### config.mk
export PLATFORM = sky130hd
export DESIGN_NAME = requant
export DESIGN_NICKNAME = d
export VERILOG_FILES = /design/src/rtl/requant_pkg.sv /design/src/rtl/requant_sat.sv /design/src/rtl/requant.sv
export SDC_FILE = /design/constraint.sdc
export NUM_CORES = 2
export LEC_CHECK = 0
export CAP_MARGIN = 20
export CORE_UTILIZATION = 55
export CTS_CLUSTER_DIAMETER = 40
export DETAILED_ROUTE_END_ITERATION = 8
export GPL_TIMING_DRIVEN = 0
export PLACE_DENSITY = 0.82
export SETUP_SLACK_MARGIN = 0.05
export SYNTH_ARGS = -nofsm -noshare
export SYNTH_HDL_FRONTEND = slang
export SYNTH_SLANG_ARGS = --single-unit
### constraint.sdc
create_clock -name clk_i -period 13.03 [get_ports clk_i]
set_input_delay 2.606 -clock clk_i [delete_from_list [all_inputs] [get_ports clk_i]]
set_output_delay 2.606 -clock clk_i [all_outputs]
set_load 0.02 [all_outputs]
### src/rtl/requant_pkg.sv
`default_nettype none
// ============================================================================
//  Module      : requant_pkg
//  Description : Shared types and constants for the requantization stage.
//  Revision    : 1.0 - initial release
// ============================================================================
package requant_pkg;

    localparam int CFG_SCALE_W = 32;
    localparam int CFG_SHIFT_W = 5;
    localparam int CFG_ZP_W    = 8;
    localparam int PROD_W      = 64;

    localparam int FRAC_BITS   = 31;
    localparam int QMIN        = -128;
    localparam int QMAX        = 127;
    localparam int LAT         = 3;

    typedef struct packed {
        logic [CFG_SCALE_W-1:0]        scale;
        logic [CFG_SHIFT_W-1:0]        shift;
        logic signed [CFG_ZP_W-1:0]    zero_point;
    } requant_cfg_t;

    typedef struct packed {
        logic                          valid;
        requant_cfg_t                  cfg;
        logic signed [PROD_W-1:0]      payload;
    } requant_stage_t;

endpackage
`default_nettype wire

### src/rtl/requant_sat.sv
`default_nettype none
// ============================================================================
//  Module      : requant_sat
//  Description : Adds a signed zero point and clamps to the signed output range.
//  Revision    : 1.0 - initial release
// ============================================================================
module requant_sat
    import requant_pkg::*;
#(
    parameter int VAL_W = 64,
    parameter int OUT_W = 8
) (
    input  logic [VAL_W-1:0] value_i,
    input  logic [OUT_W-1:0] zero_point_i,
    output logic [OUT_W-1:0] data_o,
    output logic             sat_o
);

    localparam logic signed [VAL_W:0] C_QMAX = (VAL_W+1)'(QMAX);
    localparam logic signed [VAL_W:0] C_QMIN = (VAL_W+1)'(QMIN);

    logic signed [VAL_W:0] w_sum;

    // One guard bit keeps the zero-point add from wrapping.
    assign w_sum = $signed({value_i[VAL_W-1], value_i})
                 + $signed({{(VAL_W+1-OUT_W){zero_point_i[OUT_W-1]}}, zero_point_i});

    always_comb begin
        data_o = w_sum[OUT_W-1:0];
        sat_o  = 1'b0;
        if (w_sum > C_QMAX) begin
            data_o = OUT_W'(QMAX);
            sat_o  = 1'b1;
        end else if (w_sum < C_QMIN) begin
            data_o = OUT_W'(QMIN);
            sat_o  = 1'b1;
        end
    end

endmodule
`default_nettype wire

### src/rtl/requant.sv
`default_nettype none
// ============================================================================
//  Module      : requant
//  Description : 3-stage requantizer: Q0.31 scale, rounding shift, zp + int8 clamp.
//  Revision    : 1.0 - initial release
// ============================================================================
module requant
    import requant_pkg::*;
#(
    parameter int IN_W    = 32,
    parameter int OUT_W   = 8,
    parameter int SCALE_W = 32,
    parameter int SHIFT_W = 5
) (
    input  logic               clk_i,
    input  logic               rst_i,
    input  logic               cfg_valid_i,
    input  logic [SCALE_W-1:0] scale_i,
    input  logic [SHIFT_W-1:0] shift_i,
    input  logic [OUT_W-1:0]   zero_point_i,
    input  logic               data_valid_i,
    input  logic [IN_W-1:0]    data_i,
    output logic               data_valid_o,
    output logic [OUT_W-1:0]   data_o,
    output logic               sat_o,
    output logic               cfg_loaded_o,
    output logic               drop_o
);

    requant_cfg_t   r_cfg;
    logic           r_cfg_loaded;
    logic           r_drop;
    requant_stage_t r_s1;
    requant_stage_t r_s2;
    logic           r_out_valid;
    logic [OUT_W-1:0] r_out_data;
    logic           r_out_sat;

    requant_cfg_t   w_cfg_in;
    requant_cfg_t   w_cfg_sel;
    logic           w_accept;
    logic signed [PROD_W-1:0] w_data_ext;
    logic signed [PROD_W-1:0] w_scale_ext;
    logic signed [PROD_W-1:0] w_prod;
    logic [6:0]               w_shamt;
    logic signed [PROD_W-1:0] w_round;
    logic signed [PROD_W-1:0] w_sum;
    logic signed [PROD_W-1:0] w_shifted;
    logic [OUT_W-1:0]         w_sat_data;
    logic                     w_sat_flag;
    logic                     w_unused;

    assign w_cfg_in  = '{scale: scale_i, shift: shift_i, zero_point: zero_point_i};
    assign w_cfg_sel = cfg_valid_i ? w_cfg_in : r_cfg;
    assign w_accept  = data_valid_i && (cfg_valid_i || r_cfg_loaded);

    // Scale is non-negative Q0.31, so |product| < 2^62 and 64 bits never wrap.
    assign w_data_ext  = {{(PROD_W-IN_W){data_i[IN_W-1]}}, data_i};
    assign w_scale_ext = {{(PROD_W-SCALE_W){1'b0}}, w_cfg_sel.scale};
    assign w_prod      = w_data_ext * w_scale_ext;

    assign w_shamt   = 7'(FRAC_BITS) + 7'(r_s1.cfg.shift);
    assign w_round   = PROD_W'(1) << (w_shamt - 7'd1);
    assign w_sum     = $signed(r_s1.payload) + w_round;
    assign w_shifted = w_sum >>> w_shamt;

    always_ff @(posedge clk_i) begin
        if (rst_i) begin
            r_cfg        <= '0;
            r_cfg_loaded <= 1'b0;
            r_drop       <= 1'b0;
        end else begin
            if (cfg_valid_i) begin
                r_cfg        <= w_cfg_in;
                r_cfg_loaded <= 1'b1;
            end
            if (data_valid_i && !cfg_valid_i && !r_cfg_loaded) begin
                r_drop <= 1'b1;
            end
        end
    end

    always_ff @(posedge clk_i) begin
        if (rst_i) begin
            r_s1 <= '0;
            r_s2 <= '0;
        end else begin
            r_s1.valid <= w_accept;
            if (w_accept) begin
                r_s1.cfg     <= w_cfg_sel;
                r_s1.payload <= w_prod;
            end
            r_s2.valid <= r_s1.valid;
            if (r_s1.valid) begin
                r_s2.cfg     <= r_s1.cfg;
                r_s2.payload <= w_shifted;
            end
        end
    end

    requant_sat #(
        .VAL_W (PROD_W),
        .OUT_W (OUT_W)
    ) u_sat (
        .value_i      (r_s2.payload),
        .zero_point_i (r_s2.cfg.zero_point),
        .data_o       (w_sat_data),
        .sat_o        (w_sat_flag)
    );

    always_ff @(posedge clk_i) begin
        if (rst_i) begin
            r_out_valid <= 1'b0;
            r_out_data  <= '0;
            r_out_sat   <= 1'b0;
        end else begin
            r_out_valid <= r_s2.valid;
            if (r_s2.valid) begin
                r_out_data <= w_sat_data;
                r_out_sat  <= w_sat_flag;
            end
        end
    end

    // A scale with MSB set would be read as negative by downstream users.
    always_ff @(posedge clk_i) begin
        if (!rst_i && cfg_valid_i) begin
            assert (scale_i[SCALE_W-1] == 1'b0);
        end
    end

    assign w_unused = ^{r_s2.cfg.scale, r_s2.cfg.shift};

    assign data_valid_o = r_out_valid;
    assign data_o       = r_out_data;
    assign sat_o        = r_out_sat;
    assign cfg_loaded_o = r_cfg_loaded;
    assign drop_o       = r_drop;

endmodule
`default_nettype wire

==> flow_metrics.env <==
export IMPL_cts_buffer_depth=3
export IMPL_drive_above_1_share=0.04598
export IMPL_coreArea_mm2=0.1023
export IMPL_cts_root_buf="clkbuf_16"
export IMPL_io_pins=93
export IMPL_cap_viol_max_count=0
export IMPL_cp_max_fo=10
export IMPL_slew_violations=0
export IMPL_netlist_area_leader_share=0.3154
export IMPL_tns_ns=0
export IMPL_syn_area_per_cell_um2=8.240
export IMPL_use_met1=0.5670
export IMPL_finalClockSkew_ns=0.02897
export IMPL_num_vias=55141
export IMPL_cpMaxStageDelayCell="fa_1"
export IMPL_cts_sinks=208
export IMPL_ys_seq_elements=208
export IMPL_placed_area_mm2=0.05980
export IMPL_synth_cell_types=117
export IMPL_critPathRequiredTime_ns=13.56
export IMPL_grt_use_met2=0.7212
export IMPL_grt_overflow_total=0
export IMPL_setup_violations=0
export IMPL_nets=8485
export IMPL_clk_pin_slew_ns=0.06
export IMPL_grt_max_degree=49
export IMPL_yosysSeqAreaShare=0.07298
export IMPL_grt_busiest_layer="met2"
export IMPL_nFillCells=9182
export IMPL_dpl_hpwl_um=203300
export IMPL_grt_util_met3=0.1355
export IMPL_final_cell_mix="925 x inv_1, 899 x fa_1, 798 x nand2_1"
export IMPL_start_util=0.5576
export IMPL_htree_levels=2
export IMPL_postLayoutCellArea_mm2=0.06127
export IMPL_firstDrtPassIters=8
export IMPL_grt_antenna_before_repair=14
export IMPL_pre_cts_ws_ns=-0.6638
export IMPL_yosysWarnings=0
export IMPL_holdBufCountCts=0
export IMPL_critical_path_most_common_cell="fa_1"
export IMPL_synth_edf_count=0
export IMPL_ys_flop_type="dfxtp_1"
export IMPL_max_stage_delay_ns=0.64
export IMPL_drtIter0Drc=6636
export IMPL_hold_class="flip-flop to flip-flop"
export IMPL_finalWorstSetupSlack_ns=0.3104
export IMPL_drc_errors=0
export IMPL_synth_area_leaders="fa_1 32%, ha_1 9.3%, and2_1 7.5%"
export IMPL_relSlewSlack=0.1203
export IMPL_drtAntennaViolNets=0
export IMPL_rsz0062_at_grt="no"
export IMPL_crit_type="primary input to flip-flop"
export IMPL_fin_crit_ns=12.72
export IMPL_clk_latency_ns=0.63
export IMPL_cts_tree="built"
export IMPL_status="complete, no violations"
export IMPL_wire_per_inst_um=29.06
export IMPL_routed_wl_um=246800
export IMPL_hold_violations=0
export IMPL_grt_pass1_vias=54493
export IMPL_yosys_area_top_type="fa_1"
export IMPL_worst_slew_pin_transition_ns=1.299
export IMPL_grt_first_pass_wirelength_um=357600
export IMPL_mostFrequentLayoutCell="inv_1"
export IMPL_end_kind="flip-flop"
export IMPL_die_area_mm2=0.1050
export IMPL_synthToLayoutAreaGrowth_pct=7.384
export IMPL_synthCells=6924
export IMPL_setup_worst_path_start_class="primary input"
export IMPL_die_y_um=324.1
export IMPL_grt_use_total=0.4715
export IMPL_synthArstFlopShare=0
export IMPL_num_rows=117
export IMPL_cts_buffers_inserted=41
export IMPL_viasPerCell=6.493
export IMPL_gp_congestion=1.089
export IMPL_finalCritPeriodShare=0.9762
export IMPL_io_buffers=90
export IMPL_syn_area_mm2=0.05705
export IMPL_max_freq_mhz=78.62
export IMPL_die_w_um=324.1
export IMPL_cp_arrival_ns=13.25
[Yosys cell counts, types with 34 or more instances]
master,n
o21a_1,53
ha_1,425
xor2_1,63
a31oi_1,44
mux2i_1,82
nand3_1,89
clkbuf_1,347
xnor2_1,90
dfxtp_1,208
a21oi_1,357
o21ai_0,181
a211oi_1,71
and2_1,686
a21o_1,86
nor2_1,410
fa_1,899
inv_1,925
nand4_1,90
nand2_1,798
buf_2,47
and3_1,34
nor3_1,100
o21ai_1,61
mux2_2,48
o211ai_1,61
[per-layer routing]
layer | share of wire | wire length, um
met4 | 0.090 | 22230
met5 | 0.00019 | 46
met1 | 0.36 | 89020
met2 | 0.43 | 106200
met3 | 0.12 | 29350
[worst paths after layout]
check              start  slack (ns)  cells past startpoint       end
max          cfg_valid_i        0.31                     32  r_s1[60]
min             r_s1[51]        0.45                      2  r_s1[51]
max reg2reg     r_s1[72]        0.95                     28   r_s2[5]
min reg2reg     r_s1[51]        0.45                      2  r_s1[51]
[stage by stage]
step	hold slack (ns)	util	instances
detailed placement	0.4512	0.5844	8401
finish	0.4538	0.5987	8492
global route	0.4803	0.5985	8484
CTS	0.4581	0.5981	8476
floorplan	0.4223	-	6939
global placement	0.4416	0.5837	8397
[layout make-up]
type                    count  area [um^2]  share of cell area
multi-input cells        5376        47790              0.7801
flip-flops and latches    208         4165             0.06798
inverters                 927         3480             0.05679
well taps                1368         1712             0.02794
plain buffers             428         1698             0.02771
clock buffers              46         1086             0.01773
repair buffers             98        993.5             0.01622
clock inverters            29        309.0            0.005044
diodes                     12        30.03           0.0004901
[state kept, by name (all words and copies together), names as in the netlist]
register and flops:
r_cfg 45, data_valid_o 1, sat_o 1, data_o 8
cfg_loaded_o 1, r_s2 73, drop_o 1, r_s1 78
[kinds of logic (layout without fill, tap and decap cells)]
| kind of cell | Yosys count | count (layout) | synth area share |
|---|---|---|---|
| compound gates | 1315 | 1315 | 0.1580 |
| xor+xnor | 153 | 153 | 0.02349 |
| fa+ha+maj | 1324 | 1324 | 0.4086 |
| buf+inv | 1355 | 1528 | 0.09064 |
| flops | 208 | 208 | 0.07298 |
| mux | 158 | 158 | 0.03504 |
| other cells | 2 | 29 | 0.0001316 |
| simple gates | 2409 | 2409 | 0.2111 |
[critical path, delay by kind of cell]
family	cells	cell delay [ns]
simple gates	4	0.94
fa+ha+maj	9	4.32
mux	1	0.44
compound gates	9	2.84
buf+inv	9	2.08
[repair_timing]
item                       CTS  global route
setup endpoints to repair    1             4
resized for setup            2            11
buffers inserted             0             0
Power is left out: the tool's default activity adds up to more than one toggle a clock period on the data nets, which glitch-free logic cannot reach.
